**src/rtl/prbs_stream_ctrl.sv**
```systemverilog
// PRBS word sequencer: LFSR state register, bit_masked word expander, valid/ready out.
// Optional PRBS_ERR_INJECT_EN adds err_inject to flip bit 0 of one accepted word.
module bit_masked #(
  parameter int unsigned POL_W = 7,
  parameter logic [POL_W:0] POL_MASK = 8'hC0,
  parameter int unsigned DW = 16
) (
  input  logic [POL_W-1:0] state_i,
  output logic [DW-1:0]    pn_o
);

  logic [POL_W-1:0] s;
  logic             fb;

  // Step the Fibonacci LFSR DW times; first generated bit lands in the MSB.
  always_comb begin
    s    = state_i;
    fb   = 1'b0;
    pn_o = '0;
    for (int i = 0; i < DW; i++) begin
      fb = ^(s & POL_MASK[POL_W:1]);
      s  = {s[POL_W-2:0], fb};
      pn_o[DW-1-i] = fb;
    end
  end

endmodule

module prbs_stream_ctrl #(
  parameter int unsigned POL_W = 7,
  parameter logic [POL_W:0] POL_MASK = 8'hC0,
  parameter int unsigned DW = 16,
  parameter int unsigned CNT_W = 16
) (
  input  logic             clk,
  input  logic             rst_n,
  input  logic             seed_load,
  input  logic [POL_W-1:0] seed,
  input  logic             start,
  input  logic             stop,
`ifdef PRBS_ERR_INJECT_EN
  input  logic             err_inject,
`endif
  input  logic [CNT_W-1:0] burst_len,
  output logic [DW-1:0]    out_data,
  output logic             out_valid,
  input  logic             out_ready,
  output logic             busy,
  output logic             done,
  output logic [CNT_W-1:0] word_cnt
);

  localparam logic [1:0] S_IDLE = 2'd0;
  localparam logic [1:0] S_RUN  = 2'd1;
  localparam logic [1:0] S_DONE = 2'd2;

  logic [POL_W-1:0] state_q, state_d;
  logic [1:0]       fsm_q, fsm_d;
  logic [CNT_W-1:0] len_q, len_d;
  logic [CNT_W-1:0] cnt_q, cnt_d;
  logic [DW-1:0]    pn;
  logic             accept;
  logic             last_word;

  bit_masked #(
    .POL_W   (POL_W),
    .POL_MASK(POL_MASK),
    .DW      (DW)
  ) u_pn (
    .state_i(state_q),
    .pn_o   (pn)
  );

  assign out_valid = (fsm_q == S_RUN);
  assign busy      = (fsm_q == S_RUN);
  assign done      = (fsm_q == S_DONE);
  assign word_cnt  = cnt_q;
  assign accept    = out_valid & out_ready;
  assign last_word = (len_q != '0) &&
                     (cnt_q == len_q - CNT_W'(1));

  always_comb begin
    state_d = state_q;
    fsm_d   = fsm_q;
    len_d   = len_q;
    cnt_d   = cnt_q;
    unique case (1'b1)
      (fsm_q == S_IDLE): begin
        // Zero seed would lock the LFSR, so it maps to all-ones.
        if (seed_load) begin
          state_d = (seed == '0) ? '1 : seed;
        end
        if (start) begin
          fsm_d = S_RUN;
          len_d = burst_len;
          cnt_d = '0;
        end
      end
      (fsm_q == S_RUN): begin
        if (accept) begin
          state_d = pn[POL_W-1:0];
          cnt_d   = cnt_q + CNT_W'(1);
        end
        if (stop) begin
          fsm_d = S_IDLE;
        end else if (accept && last_word) begin
          fsm_d = S_DONE;
        end
      end
      default: begin
        fsm_d = S_IDLE;
      end
    endcase
  end

  always_ff @(posedge clk or negedge rst_n) begin
    if (!rst_n) begin
      state_q <= '1;
      fsm_q   <= S_IDLE;
      len_q   <= '0;
      cnt_q   <= '0;
    end else begin
      state_q <= state_d;
      fsm_q   <= fsm_d;
      len_q   <= len_d;
      cnt_q   <= cnt_d;
    end
  end

`ifdef PRBS_ERR_INJECT_EN
  logic err_q, err_d;

  always_comb begin
    err_d = err_q;
    if (accept) begin
      err_d = 1'b0;
    end
    if (err_inject) begin
      err_d = 1'b1;
    end
    if (stop) begin
      err_d = 1'b0;
    end
  end

  always_ff @(posedge clk or negedge rst_n) begin
    if (!rst_n) begin
      err_q <= 1'b0;
    end else begin
      err_q <= err_d;
    end
  end

  assign out_data = pn ^ {{(DW-1){1'b0}}, err_q & out_valid};
`else
  assign out_data = pn;
`endif

endmodule

```
**config.mk**
```make
export PLATFORM = sky130hd
export DESIGN_NAME = prbs_stream_ctrl
export DESIGN_NICKNAME = d
export VERILOG_FILES = /design/src/rtl/prbs_stream_ctrl.sv
export SDC_FILE = /design/constraint.sdc
export NUM_CORES = 1
export LEC_CHECK = 0
export BUFFER_PORTS_ARGS = -buffer_cell sky130_fd_sc_hd__clkbuf_2
export CORE_MARGIN = 2
export CORE_UTILIZATION = 40
export CTS_CLUSTER_SIZE = 16
export DETAILED_ROUTE_END_ITERATION = 16
export GPL_TIMING_DRIVEN = 0
export PLACE_DENSITY = 0.67
export SLEW_MARGIN = 15
export SYNTH_ARGS = -nofsm -noshare
export SYNTH_HDL_FRONTEND = slang
export SYNTH_HIERARCHICAL = 1
export SYNTH_SLANG_ARGS = --single-unit
```
**constraint.sdc**
```tcl
create_clock -name clk -period 5 [get_ports clk]
set_clock_uncertainty 0.15 [all_clocks]
set_input_delay 1 -clock clk [delete_from_list [all_inputs] [get_ports clk]]
set_output_delay 1 -clock clk [all_outputs]
set_load 0.05 [all_outputs]
```
==> results of run 1 <==
-- power by group --
| group | switching [mW] | total (mW) | leakage (nW) | internal (mW) |
|---|---|---|---|---|
| combinational | 0.881 | 1.21 | 0.860 | 0.333 |
| sequential | 0.0991 | 0.516 | 0.509 | 0.417 |
| clock | 0.116 | 0.314 | 0.0681 | 0.198 |
| total | 1.10 | 2.04 | 1.44 | 0.949 |
-- final timing paths --
kind,from,end,slack [ps],depth (start not counted)
min in group asynchronous,rst_n,len_q[4]$_DFFE_PN0P_,720,1
worst max-delay path,len_q[0]$_DFFE_PN0P_,fsm_q[0]$_DFFE_PN0P_,1950,8
worst max register to register,len_q[0]$_DFFE_PN0P_,fsm_q[0]$_DFFE_PN0P_,1950,8
max in group asynchronous,rst_n,fsm_q[0]$_DFFE_PN0P_,3360,1
worst min register to register,state_q[2]$_DFFE_PN1P_,state_q[2]$_DFFE_PN1P_,340,2
worst min-delay path,state_q[2]$_DFFE_PN1P_,state_q[2]$_DFFE_PN1P_,340,2
-- cells in the mapped netlist (all sizes together) (2+ instances only) --
| cell | n | area, µm² |
|---|---|---|
| a211oi | 2 | 20.0 |
| o21ai | 15 | 75.1 |
| o41ai | 2 | 17.5 |
| o221ai | 7 | 61.3 |
| xor2 | 24 | 218 |
| nor2b | 2 | 12.5 |
| and2 | 2 | 12.5 |
| or3b | 2 | 17.5 |
| clkbuf | 6 | 22.5 |
| ha | 3 | 37.5 |
| mux2 | 14 | 158 |
| a41o | 2 | 20.0 |
| nand2b | 4 | 25.0 |
| or4 | 2 | 15.0 |
| inv | 14 | 52.6 |
| o22ai | 2 | 12.5 |
| dfrtp | 34 | 851 |
| nand3b | 2 | 15.0 |
| a31oi | 2 | 12.5 |
| nand3 | 6 | 30.0 |
| nand2 | 12 | 45.0 |
| nor3 | 4 | 20.0 |
| buf | 6 | 40.0 |
| and4 | 2 | 17.5 |
| and3 | 7 | 43.8 |
| nor4 | 5 | 37.5 |
| a21oi | 4 | 20.0 |
| nor2 | 20 | 75.1 |
| dfstp | 7 | 184 |
| or3 | 8 | 50.1 |
| xnor2 | 23 | 201 |
| nand4 | 7 | 43.8 |
-- flip-flops by register name, indices dropped and copies added, names as in the netlist --
name,cells
len_q,16
fsm_q,2
state_q,7
word_cnt,16
-- cell families (layout without fill, tap and decap cells) --
logic type | after synthesis | in the layout | share of synthesized area (%)
multiplexers | 15 | 15 | 6.42
AND/OR/NAND/NOR | 93 | 93 | 20.6
adder cells (fa/ha/maj) | 3 | 3 | 1.44
XOR/XNOR | 47 | 47 | 16.1
buffers and inverters | 26 | 97 | 4.41
AO/OA/AOI/OAI | 43 | 43 | 11.5
flip-flops | 41 | 41 | 39.6
-- worst max-delay path: stages, from the launching register on --
cell and delay, ps:
dfrtp_1 460, inv_1 130, ha_1 340, nor4b_1 450
a21boi_0 190, or3b_2 490, a32oi_1 200, nor4bb_1 410
o22ai_1 110
-- routing by layer --
| metal | vias up | part of all wire, % | track usage (%) |
|---|---|---|---|
| met5 | - | 0 | 0 |
| met4 | 0 | 1.2 | 5.19 |
| met3 | 5 | 3.3 | 3.34 |
| met2 | 50 | 49 | 29.1 |
| met1 | 1096 | 47 | 25.7 |
| li1 | 1100 | - | - |
-- area by class of cell --
class | count | area [µm²]
repair buffers | 63 | 315
clock inverters | 3 | 65.1
fillers | 637 | 3150
inverters | 14 | 52.6
flip-flops and latches | 41 | 1030
multi-input cells | 201 | 1470
clock buffers | 5 | 68.8
well taps | 77 | 96.3
plain buffers | 12 | 62.6
==> run_results.csv, run 1 <==
group,metric,value,unit
cells_and_area,syn2layout_area_growth,21.2,%
timing,rsz0062_at_grt,"false",
die,die_h,84.8,µm
timing,fmax,328,MHz
die,dieArea,0.00719,mm²
synthesis,avgSynthCellArea,9.74,µm²
detailed_routing,vias,2251,
critical_path,worstPathRequired,5020,ps
die,start_util,41.4,%
global_route,antenna_found_initial,0,
detailed_routing,drt_first_pass_iters,4,
synthesis,yosys_most_used_dff,"dfrtp_1",
detailed_routing,wire_per_inst,15.2,µm
synthesis,synth-async-reset-ratio,100,%
cells_and_area,fin_area,0.00316,mm²
timing,relSlewSlack,32.3,%
critical_path,cp-end-kind,"flip-flop",
timing,finalSetupTns,0,ps
worst_hold_path,hold_class,"flip-flop to flip-flop",
cts,post-cts-setup-buffers,0,
cts,insertion_delay,290,ps
place,dp_worst_setup_slack,1850,ps
place,dpl-instance-area,0.00302,mm²
cells_and_area,fin_nets,370,
timing,hold_violations,0,
place,place_congestion,0.870,
cts,clk_pin_slew,80,ps
synthesis,synth_cell_types,54,
synthesis,synth_warnings,6,
global_route,grt_pass1_wl,10400,µm
global_route,grt-ovfl-total,0,
cells_and_area,drive_above_1_share,31.6,%
global_route,gr-usage-all-layers,18.3,%
timing,fin_hold_ws,336,ps
cts,tritoncts,"yes",
timing,period_minus_slack,3050,ps
cells_and_area,final_common_cell,"clkbuf_2",
global_route,grt_max_degree,42,
critical_path,worst-endpoint-arrival,3060,ps
synthesis,ys_seq_area_share,39.6,%
synthesis,ys_ff_latch,41,
cts,htreeDepth,2,
cts,numCtsBuffers,5,
critical_path,cp_max_fo,8,
run,max_cap_viol_count,0,
synthesis,synthCells,268,
detailed_routing,drc,0,
die,rows,29,
status,status,"finished clean",
critical_path,startpoint_type,"flip-flop",
pwr,power.density,646,mW/mm²
timing,slew_violations,0,
cts,cts_hold_buffers,0,
synthesis,synth_edf_count,0,
cts,clockRootBuffer,"clkbuf_8",
cells_and_area,layout_common_cells,"63 x clkbuf_2, 34 x dfrtp_1, 23 x xnor2_1, 23 x xor2_1, 20 x nor2_1",
timing,setup_viol,0,
critical_path,crit_type,"flip-flop to flip-flop",
place,hpwl,4820,µm
synthesis,netlist_area,0.00261,mm²
die,chipWidth,84.8,µm
pwr,p_leak,1.44,nW
cts,ctsResizeCount,0,
timing,timing.final.ws_setup,1950,ps
timing,period_share,60.9,%
cells_and_area,fin_cells,416,
pwr,ir_worst_vdd,0.634,mV
place,dp.cells,408,
cts,cts_sinks,41,
die,core-area,0.00631,mm²
synthesis,synth_nets,300,
detailed_routing,detail_route.wirelength,6310,µm
cells_and_area,insertedDiodeCount,0,
die,pin_count,64,
detailed_routing,ant_nets,0,
timing,worstMarginPinSlew,1010,ps
detailed_routing,via_per_inst,5.41,
cts,clockBufferDepth,2,
cells_and_area,post-route-util,50.1,%
detailed_routing,dr.first_iter.drc_count,135,
place,io_buffer_count,63,
pwr,total_power,2.04,mW
global_route,grt_pass1_vias,2118,
No activity file was read; power rests on OpenSTA's default activity.
==> run 2, diff against run 1 <==
- PLACE_DENSITY: 0.67 -> 0.69
- clock period: 5 -> 2.8 ns (I/O delays scaled with it)
==> run 2 against run 1 <==
Power up 71%. Via count increased by 0.76%. First-iteration DRC count is 34% higher. Cell area unchanged. Critical endpoint unchanged. Largest cell class unchanged.
==> run_results.csv, run 2 (same netlist as run 1, synthesis figures left out) <==
group,metric,value,unit
status,status,"finished clean",
timing,hold_violations,0,
die,chipWidth,84.8,µm
global_route,antenna_found_initial,0,
detailed_routing,ant_nets,0,
place,dpl-instance-area,0.00303,mm²
global_route,gr-usage-all-layers,18.1,%
timing,period_share,94.4,%
critical_path,critPathBufInv,1,
cells_and_area,fillers,620,
critical_path,critPathLaunch,"len_q[0]$_DFFE_PN0P_",
die,rows,29,
global_route,grt_max_degree,42,
place,hpwl,4760,µm
timing,relSlewSlack,29.6,%
die,die_h,84.8,µm
place,place_congestion,0.861,
cts,clk_pin_slew,80,ps
timing,slew_violations,0,
cts,cts_hold_buffers,0,
run,max_cap_viol_count,0,
global_route,grt_pass1_wl,10500,µm
cells_and_area,insertedDiodeCount,0,
pwr,p_int,1.54,mW
cells_and_area,fin_cells,418,
cts,numCtsBuffers,5,
die,core-area,0.00631,mm²
global_route,grt_pass1_vias,2221,
die,start_util,41.4,%
pwr,p_clk_share,10.8,%
cts,insertion_delay,290,ps
place,dp.cells,408,
place,dp_worst_setup_slack,-167,ps
cts,cts_sinks,41,
critical_path,cp-end-kind,"flip-flop",
cts,tritoncts,"yes",
timing,period_minus_slack,2640,ps
cells_and_area,fin_nets,372,
global_route,grt-ovfl-total,0,
cells_and_area,syn2layout_area_growth,21.2,%
critical_path,crit_type,"flip-flop to flip-flop",
timing,setup_viol,0,
critical_path,worst-endpoint-arrival,2670,ps
timing,finalSetupTns,0,ps
pwr,power.density,1110,mW/mm²
critical_path,cpPeakStageDelay,500,ps
cts,clockBufferDepth,2,
pwr,swShare,56.1,%
worst_hold_path,hold_class,"primary input to asynchronous set/reset pin",
critical_path,cp_num_cells,8,
pwr,comb_power_share,63.0,%
cts,clockRootBuffer,"clkbuf_8",
timing,worstMarginPinSlew,1040,ps
pwr,switchingPower,1.96,mW
critical_path,reg2reg_slack,160,ps
detailed_routing,vias,2268,
detailed_routing,via_per_inst,5.43,
cells_and_area,layout_common_cells,"63 x clkbuf_2, 33 x dfrtp_1, 23 x xnor2_1",
critical_path,cp_max_fo,8,
die,pin_count,64,
timing,rsz0062_at_grt,"false",
detailed_routing,dr.first_iter.drc_count,181,
pwr,p_leak,1.42,nW
critical_path,rr_worst_depth,8,
critical_path,crit_slowest_cell,"or4b_4",
critical_path,worstPathRequired,2820,ps
timing,timing.final.ws_setup,157,ps
cells_and_area,drive_above_1_share,34.0,%
pwr,seqPwrFrac,26.2,%
cts,htreeDepth,2,
detailed_routing,drt_first_pass_iters,4,
place,io_buffer_count,63,
critical_path,crit_end,"fsm_q[0]$_DFFE_PN0P_",
timing,fin_hold_ws,276,ps
cells_and_area,final_common_cell,"clkbuf_2",
detailed_routing,detail_route.wirelength,6160,µm
critical_path,startpoint_type,"flip-flop",
cells_and_area,fin_area,0.00316,mm²
pwr,ir_worst_vdd,1.50,mV
critical_path,regToRegEndpoint,"fsm_q[0]$_DFFE_PN0P_",
timing,fmax,378,MHz
critical_path,reg2reg_from,"len_q[0]$_DFFE_PN0P_",
detailed_routing,drc,0,
critical_path,critPathTopFamily,"simple AND/OR/NAND/NOR gates",
die,dieArea,0.00719,mm²
detailed_routing,wire_per_inst,14.7,µm
critical_path,path_cells,"inv_2 > ha_4 > or4b_4 > or3_1 > a211oi_2 > nand4_1 > nor4bb_2 > o22ai_1",
## run 2: cell count changes in the layout (fill, tap and decap cells not counted), moves of 2 or more
cell | previous run | this run
inv_1 | 14 | 12
nor3_2 | 0 | 2
buf_4 | 2 | 4
nor3_1 | 4 | 2
inv_2 | 0 | 2
bufinv_16 | 2 | 0
## run 2: area by class of cell
cell class	instances	area [µm²]	share of cell area, %
inverters	14	52.6	1.66
plain buffers	12	62.6	1.98
clock buffers	6	72.6	2.29
flip-flops and latches	41	1040	32.7
multi-input cells	201	1500	47.5
clock inverters	2	10.0	0.316
well taps	77	96.3	3.04
repair buffers	65	330	10.4
## run 2: metrics by stage
step | util [%] | total power, mW
2_1_floorplan | - | 2.65
3_3_place_gp | 48.0 | 3.09
3_5_place_dp | 48.0 | 3.11
4_1_cts | 49.7 | 3.51
5_1_grt | 50.1 | 3.69
6_report | 50.1 | 3.50
## run 2: per-layer routing
metal | wire, µm | track usage [%]
met5 | 0 | 0
met4 | 90 | 4.47
met3 | 211 | 3.74
met2 | 2980 | 29.2
met1 | 2880 | 25.0
## run 2: timing repair
item	in CTS	in global routing
pin swaps	1	2
setup buffers	0	2
resized for setup	5	4
endpoints found under the setup margin	2	2
## run 2: worst min-delay path by stage
stage	start	to	slack (ps)	cells after the start
floorplan	rst_n	fsm_q[0]$_DFFE_PN0P_	110	0
finish	rst_n	word_cnt[1]$_DFFE_PN0P_	280	1
detailed placement	state_q[2]$_DFFE_PN1P_	state_q[2]$_DFFE_PN1P_	320	2
global placement	state_q[2]$_DFFE_PN1P_	state_q[2]$_DFFE_PN1P_	320	2
CTS	rst_n	fsm_q[1]$_DFFE_PN0P_	320	1
global route	burst_len[1]	len_q[1]$_DFFE_PN0P_	340	3
## run 2: power by group through the flow
stage / combinational, mW / clock (mW) / sequential [mW]
final: 2.21 / 0.379 / 0.917
after detailed placement: 2.18 / 0 / 0.929
after global routing: 2.33 / 0.415 / 0.943
after floorplan: 1.72 / 0 / 0.932
after CTS: 2.20 / 0.387 / 0.921
after global placement: 2.17 / 0 / 0.926
==> run 3, diff against run 2 <==
- CORE_ASPECT_RATIO: unset -> 2
- CTS_CLUSTER_DIAMETER: unset -> 30
- SLEW_MARGIN: 15 -> 10
==> run 3 against run 2 <==
Critical path depth stayed put. Fmax decreased by 2.5%. Count of clock-buffer cells in the layout increased by 1. Power up 5.7%. Global-route usage rose by 1.2 points. Register-to-register slack worse by 70 ps. Setup slack got worse by 68 ps. Combinational power barely moved. Critical endpoint unchanged. Largest power group unchanged.
==> run_results.csv, run 3 (same netlist as run 1, synthesis figures left out) <==
group,metric,value,unit
place,place_congestion,0.826,
critical_path,startpoint_type,"flip-flop",
critical_path,cpPeakStageDelay,490,ps
global_route,gr-usage-all-layers,19.3,%
cells_and_area,final_common_cell,"clkbuf_2",
critical_path,worstPathRequired,2800,ps
global_route,met3_usage,4.38,%
status,status,"finished clean",
run,max_cap_viol_count,0,
cts,insertion_delay,280,ps
critical_path,crit_type,"flip-flop to flip-flop",
die,chipWidth,61.1,µm
cts,tritoncts,"yes",
cts,htreeDepth,2,
detailed_routing,detail_route.wirelength,6520,µm
cts,clockRootBuffer,"clkbuf_16",
cells_and_area,insertedDiodeCount,0,
critical_path,path_cells,"inv_2 > ha_4 > or4b_4 > or3_1 > a211oi_2 > nand4_1 > nor4bb_1 > o22ai_1",
die,die_h,118,µm
detailed_routing,via_per_inst,5.28,
cells_and_area,layout_common_cells,"63 x clkbuf_2, 32 x dfrtp_1, 23 x xnor2_1",
die,dieArea,0.00723,mm²
global_route,grt_pass1_vias,2309,
global_route,gr-usage-met1,18.5,%
timing,relSlewSlack,32.5,%
cts,cts_sinks,41,
place,dp.cells,417,
global_route,grt-ovfl-total,0,
detailed_routing,vias,2249,
timing,fmax,369,MHz
cells_and_area,drive_above_1_share,33.2,%
timing,slew_violations,0,
critical_path,cp_max_fo,8,
detailed_routing,ant_nets,0,
global_route,antenna_found_initial,0,
place,hpwl,5160,µm
pwr,power.density,1150,mW/mm²
timing,finalSetupTns,0,ps
detailed_routing,wire_per_inst,15.3,µm
global_route,grt.busiest_layer,"met2",
pwr,p_leak,1.44,nW
global_route,use_met2,35.2,%
critical_path,cp-end-kind,"flip-flop",
cts,numCtsBuffers,5,
timing,setup_viol,0,
die,rows,41,
timing,period_share,96.8,%
detailed_routing,drc,0,
die,start_util,41.4,%
die,pin_count,64,
timing,worstMarginPinSlew,999,ps
cells_and_area,post-route-util,51.0,%
detailed_routing,dr.first_iter.drc_count,28,
die,core-area,0.00631,mm²
cts,clk_pin_slew,60,ps
cells_and_area,fin_nets,372,
pwr,ir_worst_vdd,0.453,mV
global_route,grt_pass1_wl,10500,µm
timing,hold_violations,0,
timing,period_minus_slack,2710,ps
cells_and_area,fillers,622,
cells_and_area,syn2layout_area_growth,23.3,%
critical_path,worst-endpoint-arrival,2710,ps
cts,cts_hold_buffers,0,
cells_and_area,fin_cells,426,
worst_hold_path,hold_class,"primary input to asynchronous set/reset pin",
cts,clockBufferDepth,2,
critical_path,crit_slowest_cell,"or4b_4",
pwr,total_power,3.70,mW
detailed_routing,drt_first_pass_iters,4,
place,io_buffer_count,63,
global_route,grt_max_degree,42,
timing,rsz0062_at_grt,"false",
==> run 3: cell types whose count changed in the layout (fill, tap and decap cells not counted) <==
cell       before  now
clkbuf_8        5    1
nor4bb_2        1    0
nor3_1          2    4
dfrtp_1        33   32
clkbuf_16       0    5
nor3_2          2    0
nor4bb_1        0    1
dfrtp_2         1    2
clkinv_2        2    0
==> run 3: final timing paths <==
kind | slack, ps | depth (start not counted) | end | startpoint
max | 90 | 8 | fsm_q[0]$_DFFE_PN0P_ | len_q[1]$_DFFE_PN0P_
max in group asynchronous | 1510 | 1 | len_q[0]$_DFFE_PN0P_ | rst_n
max reg2reg | 90 | 8 | fsm_q[0]$_DFFE_PN0P_ | len_q[1]$_DFFE_PN0P_
min in group clk | 340 | 3 | len_q[0]$_DFFE_PN0P_ | burst_len[0]
min reg2reg | 340 | 2 | state_q[2]$_DFFE_PN1P_ | state_q[2]$_DFFE_PN1P_
min | 290 | 1 | word_cnt[15]$_DFFE_PN0P_ | rst_n
==> run 3: area by class of cell <==
type	count	area (µm²)	share of cell area, %
buffer	12	62.6	1.94
tap	86	108	3.34
sequential	41	1040	32.2
timing repair buffer	65	330	10.3
inverter	14	52.6	1.63
multi-input combinational	201	1490	46.2
clock buffer	7	143	4.43
==> run 3: per-stage QoR <==
stage / hold slack, ps / setup WS, ps / instance area [µm²]
6_report: 291 / 89.2 / 3220
5_1_grt: 349 / 0.163 / 3220
4_1_cts: 334 / 6.26 / 3200
3_5_place_dp: 343 / -137 / 3040
3_3_place_gp: 333 / -104 / 3040
2_1_floorplan: 114 / 65.2 / 2620
==> run 3: power by group <==
group	switching (mW)	total, mW	internal, mW	leakage, nW
logic	1.60	2.22	0.616	0.868
registers	0.171	0.919	0.747	0.506
clock network	0.212	0.562	0.350	0.0700
total	1.99	3.70	1.71	1.44
==> run 3: worst max-delay path, delay by kind of cell, from the launching register on <==
kind / cells / cell delay (ps)
buffers and inverters: 1 / 100
DFF: 1 / 430
AOI/OAI and AO/OA: 2 / 400
and+or+nand+nor: 4 / 1320
adders and majority gates: 1 / 180
==> run 3: what timing repair did <==
action                                  4_1_cts  5_1_grt
gates resized for setup                       2        5
endpoints found under the setup margin        1        1
pin swaps                                     2        2
buffers inserted                              0        2
endpoints found under the hold margin         0        0
==> run 3: routing by layer <==
metal | up-vias | wire [µm]
met5 | - | 0
met4 | 0 | 266
met3 | 18 | 330
met2 | 71 | 3660
met1 | 1064 | 2270
li1 | 1096 | -
